## src/rtl/reg_file_pkg.sv

```systemverilog
// Shared types and constants for the parametrised register file.
//   scan_state_e    : scan engine states (IDLE, SCAN, DONE)
//   SCAN_MODE_DUMP  : scan streams registers out unchanged
//   SCAN_MODE_CLEAR : scan zeroes each register once its beat is accepted
package reg_file_pkg;

  typedef enum logic [1:0] {
    IDLE = 2'd0,
    SCAN = 2'd1,
    DONE = 2'd2
  } scan_state_e;

  localparam logic SCAN_MODE_DUMP  = 1'b0;
  localparam logic SCAN_MODE_CLEAR = 1'b1;

endpackage

```

## src/rtl/reg_file_scan_ctrl.sv

```systemverilog
// Scan engine: walks the register file over a valid/ready handshake.
//   clk_i, reset_i  : clock, synchronous active-high reset
//   scan_req_i      : start request, sampled only in IDLE
//   scan_clear_i    : mode captured with the request (dump / dump-and-clear)
//   scan_ready_i    : consumer accepts the current beat
//   scan_valid_o    : beat valid (SCAN state)
//   scan_addr_o     : address of the current beat, 0 outside SCAN
//   scan_busy_o     : engine not in IDLE
//   scan_done_o     : one-cycle pulse in DONE
//   clr_o           : clear strobe for the register at clr_addr_o
//   clr_addr_o      : register to clear this cycle
module reg_file_scan_ctrl
  import reg_file_pkg::*;
#(
  parameter int unsigned ADDR_W = 3
) (
  input  logic              clk_i,
  input  logic              reset_i,
  input  logic              scan_req_i,
  input  logic              scan_clear_i,
  input  logic              scan_ready_i,
  output logic              scan_valid_o,
  output logic [ADDR_W-1:0] scan_addr_o,
  output logic              scan_busy_o,
  output logic              scan_done_o,
  output logic              clr_o,
  output logic [ADDR_W-1:0] clr_addr_o
);

  scan_state_e       state_q, state_d;
  logic [ADDR_W-1:0] ptr_q, ptr_d;
  logic              mode_q, mode_d;

  always_ff @(posedge clk_i) begin
    if (reset_i) begin
      state_q <= IDLE;
      ptr_q   <= '0;
      mode_q  <= SCAN_MODE_DUMP;
    end else begin
      state_q <= state_d;
      ptr_q   <= ptr_d;
      mode_q  <= mode_d;
    end
  end

  always_comb begin
    state_d      = state_q;
    ptr_d        = ptr_q;
    mode_d       = mode_q;
    scan_valid_o = 1'b0;
    scan_addr_o  = '0;
    scan_busy_o  = 1'b0;
    scan_done_o  = 1'b0;
    clr_o        = 1'b0;
    clr_addr_o   = ptr_q;
    unique case (state_q)
      IDLE: begin
        if (scan_req_i) begin
          state_d = SCAN;
          ptr_d   = '0;
          mode_d  = scan_clear_i;
        end
      end
      SCAN: begin
        scan_valid_o = 1'b1;
        scan_addr_o  = ptr_q;
        scan_busy_o  = 1'b1;
        if (scan_ready_i) begin
          clr_o = (mode_q == SCAN_MODE_CLEAR);
          // DEPTH is a power of two, so the last address is all ones.
          if (ptr_q == '1) begin
            state_d = DONE;
          end else begin
            ptr_d = ptr_q + 1'b1;
          end
        end
      end
      DONE: begin
        scan_busy_o = 1'b1;
        scan_done_o = 1'b1;
        state_d     = IDLE;
      end
      default: begin
        state_d = IDLE;
      end
    endcase
  end

endmodule

```

## src/rtl/reg_file_param.sv

```systemverilog
// Parametrised register file with two combinational read ports, one
// synchronous write port, optional write-to-read bypass, optional
// hard-wired zero register, and a scan engine for debug dump/context save.
//   CLK, RESET             : clock, synchronous active-high reset
//   WRITE/INADDRESS/IN     : write port
//   OUT1ADDRESS/OUT1       : read port 1
//   OUT2ADDRESS/OUT2       : read port 2
//   SCAN_REQ/SCAN_CLEAR    : scan start and mode
//   SCAN_READY/SCAN_VALID  : scan handshake
//   SCAN_ADDR/SCAN_DATA    : current scan beat (stored value, no bypass)
//   SCAN_BUSY/SCAN_DONE    : engine active / end-of-scan pulse
module reg_file_param
  import reg_file_pkg::*;
#(
  parameter int unsigned DATA_W    = 8,
  parameter int unsigned ADDR_W    = 3,
  parameter int unsigned BYPASS    = 1,
  parameter int unsigned ZERO_REG0 = 0
) (
  input  logic              CLK,
  input  logic              RESET,
  input  logic              WRITE,
  input  logic [ADDR_W-1:0] INADDRESS,
  input  logic [DATA_W-1:0] IN,
  input  logic [ADDR_W-1:0] OUT1ADDRESS,
  input  logic [ADDR_W-1:0] OUT2ADDRESS,
  output logic [DATA_W-1:0] OUT1,
  output logic [DATA_W-1:0] OUT2,
  input  logic              SCAN_REQ,
  input  logic              SCAN_CLEAR,
  input  logic              SCAN_READY,
  output logic              SCAN_VALID,
  output logic [ADDR_W-1:0] SCAN_ADDR,
  output logic [DATA_W-1:0] SCAN_DATA,
  output logic              SCAN_BUSY,
  output logic              SCAN_DONE
);

  localparam int unsigned DEPTH   = 2 ** ADDR_W;
  localparam logic        BYP_EN  = (BYPASS != 0);
  localparam logic        ZERO_EN = (ZERO_REG0 != 0);

  logic [DATA_W-1:0] regs_q [DEPTH];
  logic [DATA_W-1:0] regs_d [DEPTH];
  logic              clr;
  logic [ADDR_W-1:0] clr_addr;
  logic              wr_en;

  reg_file_scan_ctrl #(
    .ADDR_W (ADDR_W)
  ) u_scan_ctrl (
    .clk_i        (CLK),
    .reset_i      (RESET),
    .scan_req_i   (SCAN_REQ),
    .scan_clear_i (SCAN_CLEAR),
    .scan_ready_i (SCAN_READY),
    .scan_valid_o (SCAN_VALID),
    .scan_addr_o  (SCAN_ADDR),
    .scan_busy_o  (SCAN_BUSY),
    .scan_done_o  (SCAN_DONE),
    .clr_o        (clr),
    .clr_addr_o   (clr_addr)
  );

  assign wr_en = WRITE && !(ZERO_EN && (INADDRESS == '0));

  // Clear is applied first so a same-cycle write to the scanned register wins.
  always_comb begin
    regs_d = regs_q;
    if (RESET) begin
      for (int unsigned i = 0; i < DEPTH; i++) begin
        regs_d[i] = '0;
      end
    end else begin
      if (clr) begin
        regs_d[clr_addr] = '0;
      end
      if (wr_en) begin
        regs_d[INADDRESS] = IN;
      end
    end
  end

  always_ff @(posedge CLK) begin
    regs_q <= regs_d;
  end

  // Zero register overrides bypass; bypass overrides stored value.
  assign OUT1 = (ZERO_EN && (OUT1ADDRESS == '0))                ? '0 :
                (BYP_EN && WRITE && (INADDRESS == OUT1ADDRESS)) ? IN :
                                                                  regs_q[OUT1ADDRESS];
  assign OUT2 = (ZERO_EN && (OUT2ADDRESS == '0))                ? '0 :
                (BYP_EN && WRITE && (INADDRESS == OUT2ADDRESS)) ? IN :
                                                                  regs_q[OUT2ADDRESS];

  assign SCAN_DATA = !SCAN_VALID                        ? '0 :
                     (ZERO_EN && (SCAN_ADDR == '0))     ? '0 :
                                                          regs_q[SCAN_ADDR];

endmodule

```

## config.mk

```make
export PLATFORM = sky130hd
export DESIGN_NAME = reg_file_param
export DESIGN_NICKNAME = d
export VERILOG_FILES = /design/src/rtl/reg_file_pkg.sv /design/src/rtl/reg_file_scan_ctrl.sv /design/src/rtl/reg_file_param.sv
export SDC_FILE = /design/constraint.sdc
export NUM_CORES = 1
export LEC_CHECK = 0
export ABC_CLOCK_PERIOD_IN_PS = 1600
export CORE_MARGIN = 3
export CORE_UTILIZATION = 51
export DETAILED_ROUTE_END_ITERATION = 6
export PLACE_DENSITY = 0.82
export RECOVER_POWER = 50
export REMOVE_ABC_BUFFERS = 1
export SLEW_MARGIN = 30
export SYNTH_ARGS = -nofsm -noshare
export SYNTH_HDL_FRONTEND = slang
export SYNTH_SLANG_ARGS = --single-unit
export TNS_END_PERCENT = 30
```

## constraint.sdc

```tcl
create_clock -name CLK -period 1.6 [get_ports CLK]
set_input_delay 0.32 -clock CLK [delete_from_list [all_inputs] [get_ports CLK]]
set_output_delay 0.32 -clock CLK [all_outputs]
set_load 0.1 [all_outputs]
```

==> out/qor.yml <==
outcome:
  run_status: "finished, violations left"
  violations_in_the_final_reports: "setup timing"
synth:
  postSynthRegisterBits: 70
  synth_edf_count: 0
  ys_warn_count: 0
  netlist-cell-type-count: 44
  post_synthesis_average_cell_area_um2: 10.3
  postSynth.asyncResetShare: 0
  synth_seq_area_share: 0.302
  synth_cells: 449
  postSynth.topFlopCell: "sky130_fd_sc_hd__dfxtp_1"
  synth_area_um2: 4640
die:
  boundaryPins: 53
  die_w_um: 101
  die_h_um: 101
  initial_utilization: 0.530
  row_count: 34
  fp.coreArea_um2: 8760
  dieArea_um2: 10300
setup_path:
  r2r.worst_path.cells: 8
  rrSetupSlack_ns: -0.29
  crit_arrival_ns: 2.12
  critical_path_endpoint: "SCAN_DATA[2]"
  setup.worst_path.end_class: "output port"
  critical_path.reg2reg.startpoint: "u_scan_ctrl.state_q[1]$_SDFFE_PP0P_"
  worstReg2RegEnd: "regs_q[39]$_SDFF_PP0_"
  critical_path.startpoint: "u_scan_ctrl.state_q[1]$_SDFFE_PP0P_"
  critPathMaxFanout: 7
  worst-endpoint-required_ns: 1.28
  critPathLaunchType: "register"
  critPathKind: "register to output port"
  timing.critical_path.slowest_stage_cell: "sky130_fd_sc_hd__dfxtp_2"
  critical_path.cell_chain: "inv_2 > buf_6 > ha_4 > nand2_4 > buf_12 > buf_4 > mux2i_1 > a221oi_2 > buf_4 > buf_12"
  critPathMaxStageDelay_ns: 0.33
clock_network:
  tritoncts_clock_tree: "yes"
  cts.reportedPaths.clkPinSlew_ns: 0.08
  tritoncts.num_buffers: 9
  cts_root_buf: "sky130_fd_sc_hd__clkbuf_8"
  tritoncts_num_sinks: 70
  clock_path_buffers: 2
  htreeDepth: 3
  worst_skew_pair.late_latency_ns: 0.36
layout:
  final.fill_count: 428
  n_antenna_cell: 0
  finish.net_count: 626
  final_util: 0.840
  flow.area_growth_from_synthesis_pct: 58.5
  total_area_of_multi_input_combinational_cells_um2: 3440
  layout-drive-gt1-share: 0.640
  layout.area.seq_um2: 1470
detailed_routing:
  routed_via_density: 7.23
  first_iter_violations: 688
  wl_per_cell_um: 29.6
  detail_route.first_pass.iterations: 5
  route.detailed.drc: 0
  count_of_vias_placed_by_the_detailed_router: 5134
  antenna_violating_nets_post_route: 0
  route.final.wire_length_um: 21000
place:
  dp_hpwl_um: 11600
  gpl.final_weighted_congestion: 0.967
  io_buffers: 52
sta:
  slew_headroom: 0.725
  timing.final.setup_violations: 72
  timing.final.hold_violations: 0
  rsz0062_at_grt: "true"
  fin_crit_ns: 2.44
  hold-worst-slack_ns: 0.253
  finClkSkew_ns: 0.0176
  fmax_mhz: 410
  post-route-worst-setup-slack_ns: -0.838
  maxSlewViolCount: 0
  fin_setup_tns_ns: -17.92
  finalCritPeriodShare: 1.52
  tightestPinTransition_ns: 0.412
power_and_ir_drop:
  static-leakage-power_nw: 2.88
  p_per_area_nw_per_um2: 635
  max-vdd-ir-drop_uv: 512
global_routing:
  grt_pass1_vias: 5347
  grt_remaining_overflow: 0
  wire_length_of_the_first_global_routing_pass_um: 30300
  total_track_usage: 0.394
  antenna_found_initial: 0
  grt_max_degree: 64
run:
  maxCapViolCount: 0
min_path:
  hp-class: "primary input to register"
==> logic make-up (layout without fill, tap and decap cells) <==
kind of cell | count (synthesis) | in the layout | synth area share
muxes | 81 | 81 | 0.276
adders and majority gates | 6 | 6 | 0.0162
xor gates and xnor gates | 6 | 6 | 0.0129
AOI/OAI and AO/OA | 111 | 111 | 0.184
and+or+nand+nor | 126 | 127 | 0.137
DFF | 70 | 70 | 0.302
buffers and inverters | 49 | 201 | 0.0714
==> cell usage in the layout (no fill, tap or decap), types with 4 or more instances in the layout <==
cell	instances
sky130_fd_sc_hd__dfxtp_2	46
sky130_fd_sc_hd__clkdlybuf4s50_1	11
sky130_fd_sc_hd__dfxtp_4	4
sky130_fd_sc_hd__a21oi_1	4
sky130_fd_sc_hd__clkinvlp_4	4
sky130_fd_sc_hd__dfxtp_1	20
sky130_fd_sc_hd__a22oi_2	34
sky130_fd_sc_hd__buf_16	4
sky130_fd_sc_hd__mux4_2	32
sky130_fd_sc_hd__mux2i_1	32
sky130_fd_sc_hd__inv_6	4
sky130_fd_sc_hd__nand2_1	12
sky130_fd_sc_hd__mux2i_2	14
sky130_fd_sc_hd__a21oi_4	9
sky130_fd_sc_hd__a22oi_1	38
sky130_fd_sc_hd__buf_6	16
sky130_fd_sc_hd__ha_4	6
sky130_fd_sc_hd__a221oi_2	6
sky130_fd_sc_hd__a21oi_2	16
sky130_fd_sc_hd__buf_4	97
sky130_fd_sc_hd__clkbuf_8	9
sky130_fd_sc_hd__nor2_1	80
sky130_fd_sc_hd__buf_12	47
==> cell type report <==
type                       instances  area share
clock buffer                       9      0.0168
clock inverter                     7     0.00765
sequential                        70       0.200
timing repair buffer             182       0.288
multi-input combinational        331       0.467
tap                              108      0.0184
inverter                           3     0.00221
==> timing repair <==
item | 4_1_cts | 5_1_grt
pin swaps | 38 | 14
resized for setup | 191 | 65
setup buffers | 16 | 3
endpoints found under the hold margin | 0 | 0
endpoints found under the setup margin | 84 | 90
hold buffers | 0 | 0
cloned | 5 | 0
==> worst min path at each step <==
stage / end / from / depth (start not counted) / slack (ns)
floorplan: u_scan_ctrl.clr_addr_o[1]$_SDFFE_PP0P_ / RESET / 1 / 0.39
global route: u_scan_ctrl.clr_addr_o[1]$_SDFFE_PP0P_ / RESET / 2 / 0.25
finish: u_scan_ctrl.clr_addr_o[1]$_SDFFE_PP0P_ / RESET / 2 / 0.25
global placement: u_scan_ctrl.mode_q$_SDFFE_PP0P_ / u_scan_ctrl.mode_q$_SDFFE_PP0P_ / 2 / 0.45
detailed placement: u_scan_ctrl.mode_q$_SDFFE_PP0P_ / u_scan_ctrl.mode_q$_SDFFE_PP0P_ / 2 / 0.47
CTS: u_scan_ctrl.mode_q$_SDFFE_PP0P_ / RESET / 2 / 0.26
==> power by group <==
group          switching (mW)  internal [mW]
logic                   0.832          0.640
clock network           0.790          0.578
registers              0.0503           1.78
total                    1.67           3.00
==> state kept, by name, summed over array words and instances (netlist names) <==
name / flops
regs_q: 64
u_scan_ctrl.clr_addr_o: 3
u_scan_ctrl.state_q: 2
u_scan_ctrl.mode_q: 1
==> per-layer routing <==
metal  up-vias  share of wire  wire [um]  global-route usage
met4         0          0.089       1870               0.275
met5         -              0          0                   0
li1       2003              -          -                   -
met2       541           0.47       9860               0.637
met3       183           0.13       2640               0.119
met1      2407           0.32       6650               0.444
==> synth_stat cells (5+ instances only) <==
cell type | count | area [um2]
sky130_fd_sc_hd__a21oi_1 | 21 | 105
sky130_fd_sc_hd__a21oi_4 | 7 | 114
sky130_fd_sc_hd__a221oi_1 | 7 | 61.3
sky130_fd_sc_hd__a22oi_1 | 72 | 541
sky130_fd_sc_hd__buf_2 | 13 | 65.1
sky130_fd_sc_hd__buf_4 | 6 | 45.0
sky130_fd_sc_hd__buf_6 | 8 | 90.1
sky130_fd_sc_hd__clkbuf_1 | 8 | 30.0
sky130_fd_sc_hd__clkbuf_2 | 8 | 40.0
sky130_fd_sc_hd__dfxtp_1 | 70 | 1400
sky130_fd_sc_hd__ha_1 | 6 | 75.1
sky130_fd_sc_hd__mux2i_1 | 49 | 490
sky130_fd_sc_hd__mux4_1 | 19 | 499
sky130_fd_sc_hd__mux4_2 | 13 | 293
sky130_fd_sc_hd__nand2_1 | 12 | 45.0
sky130_fd_sc_hd__nor2_1 | 83 | 312
sky130_fd_sc_hd__xnor2_1 | 5 | 43.8
==> through the flow <==
stage	std cells	power [mW]	area [um2]	setup slack [ns]
3_5_place_dp	671	3.05	6260	-0.913
6_report	710	4.67	7360	-0.838
3_3_place_gp	671	3.02	6260	-0.825
5_1_grt	710	4.79	7360	-0.939
2_1_floorplan	403	2.43	4320	-3.06
4_1_cts	708	4.51	7110	-0.787
==> critical path: cells and delay by family, from the launching register on <==
family                     cells  cell delay, ns
and+or+nand+nor                1            0.07
DFF                            1            0.33
buffers and inverters          6            0.81
muxes                          1            0.13
AOI/OAI and AO/OA              1            0.27
adders and majority gates      1            0.14
Note: power is estimated with default switching activity, not from simulation.
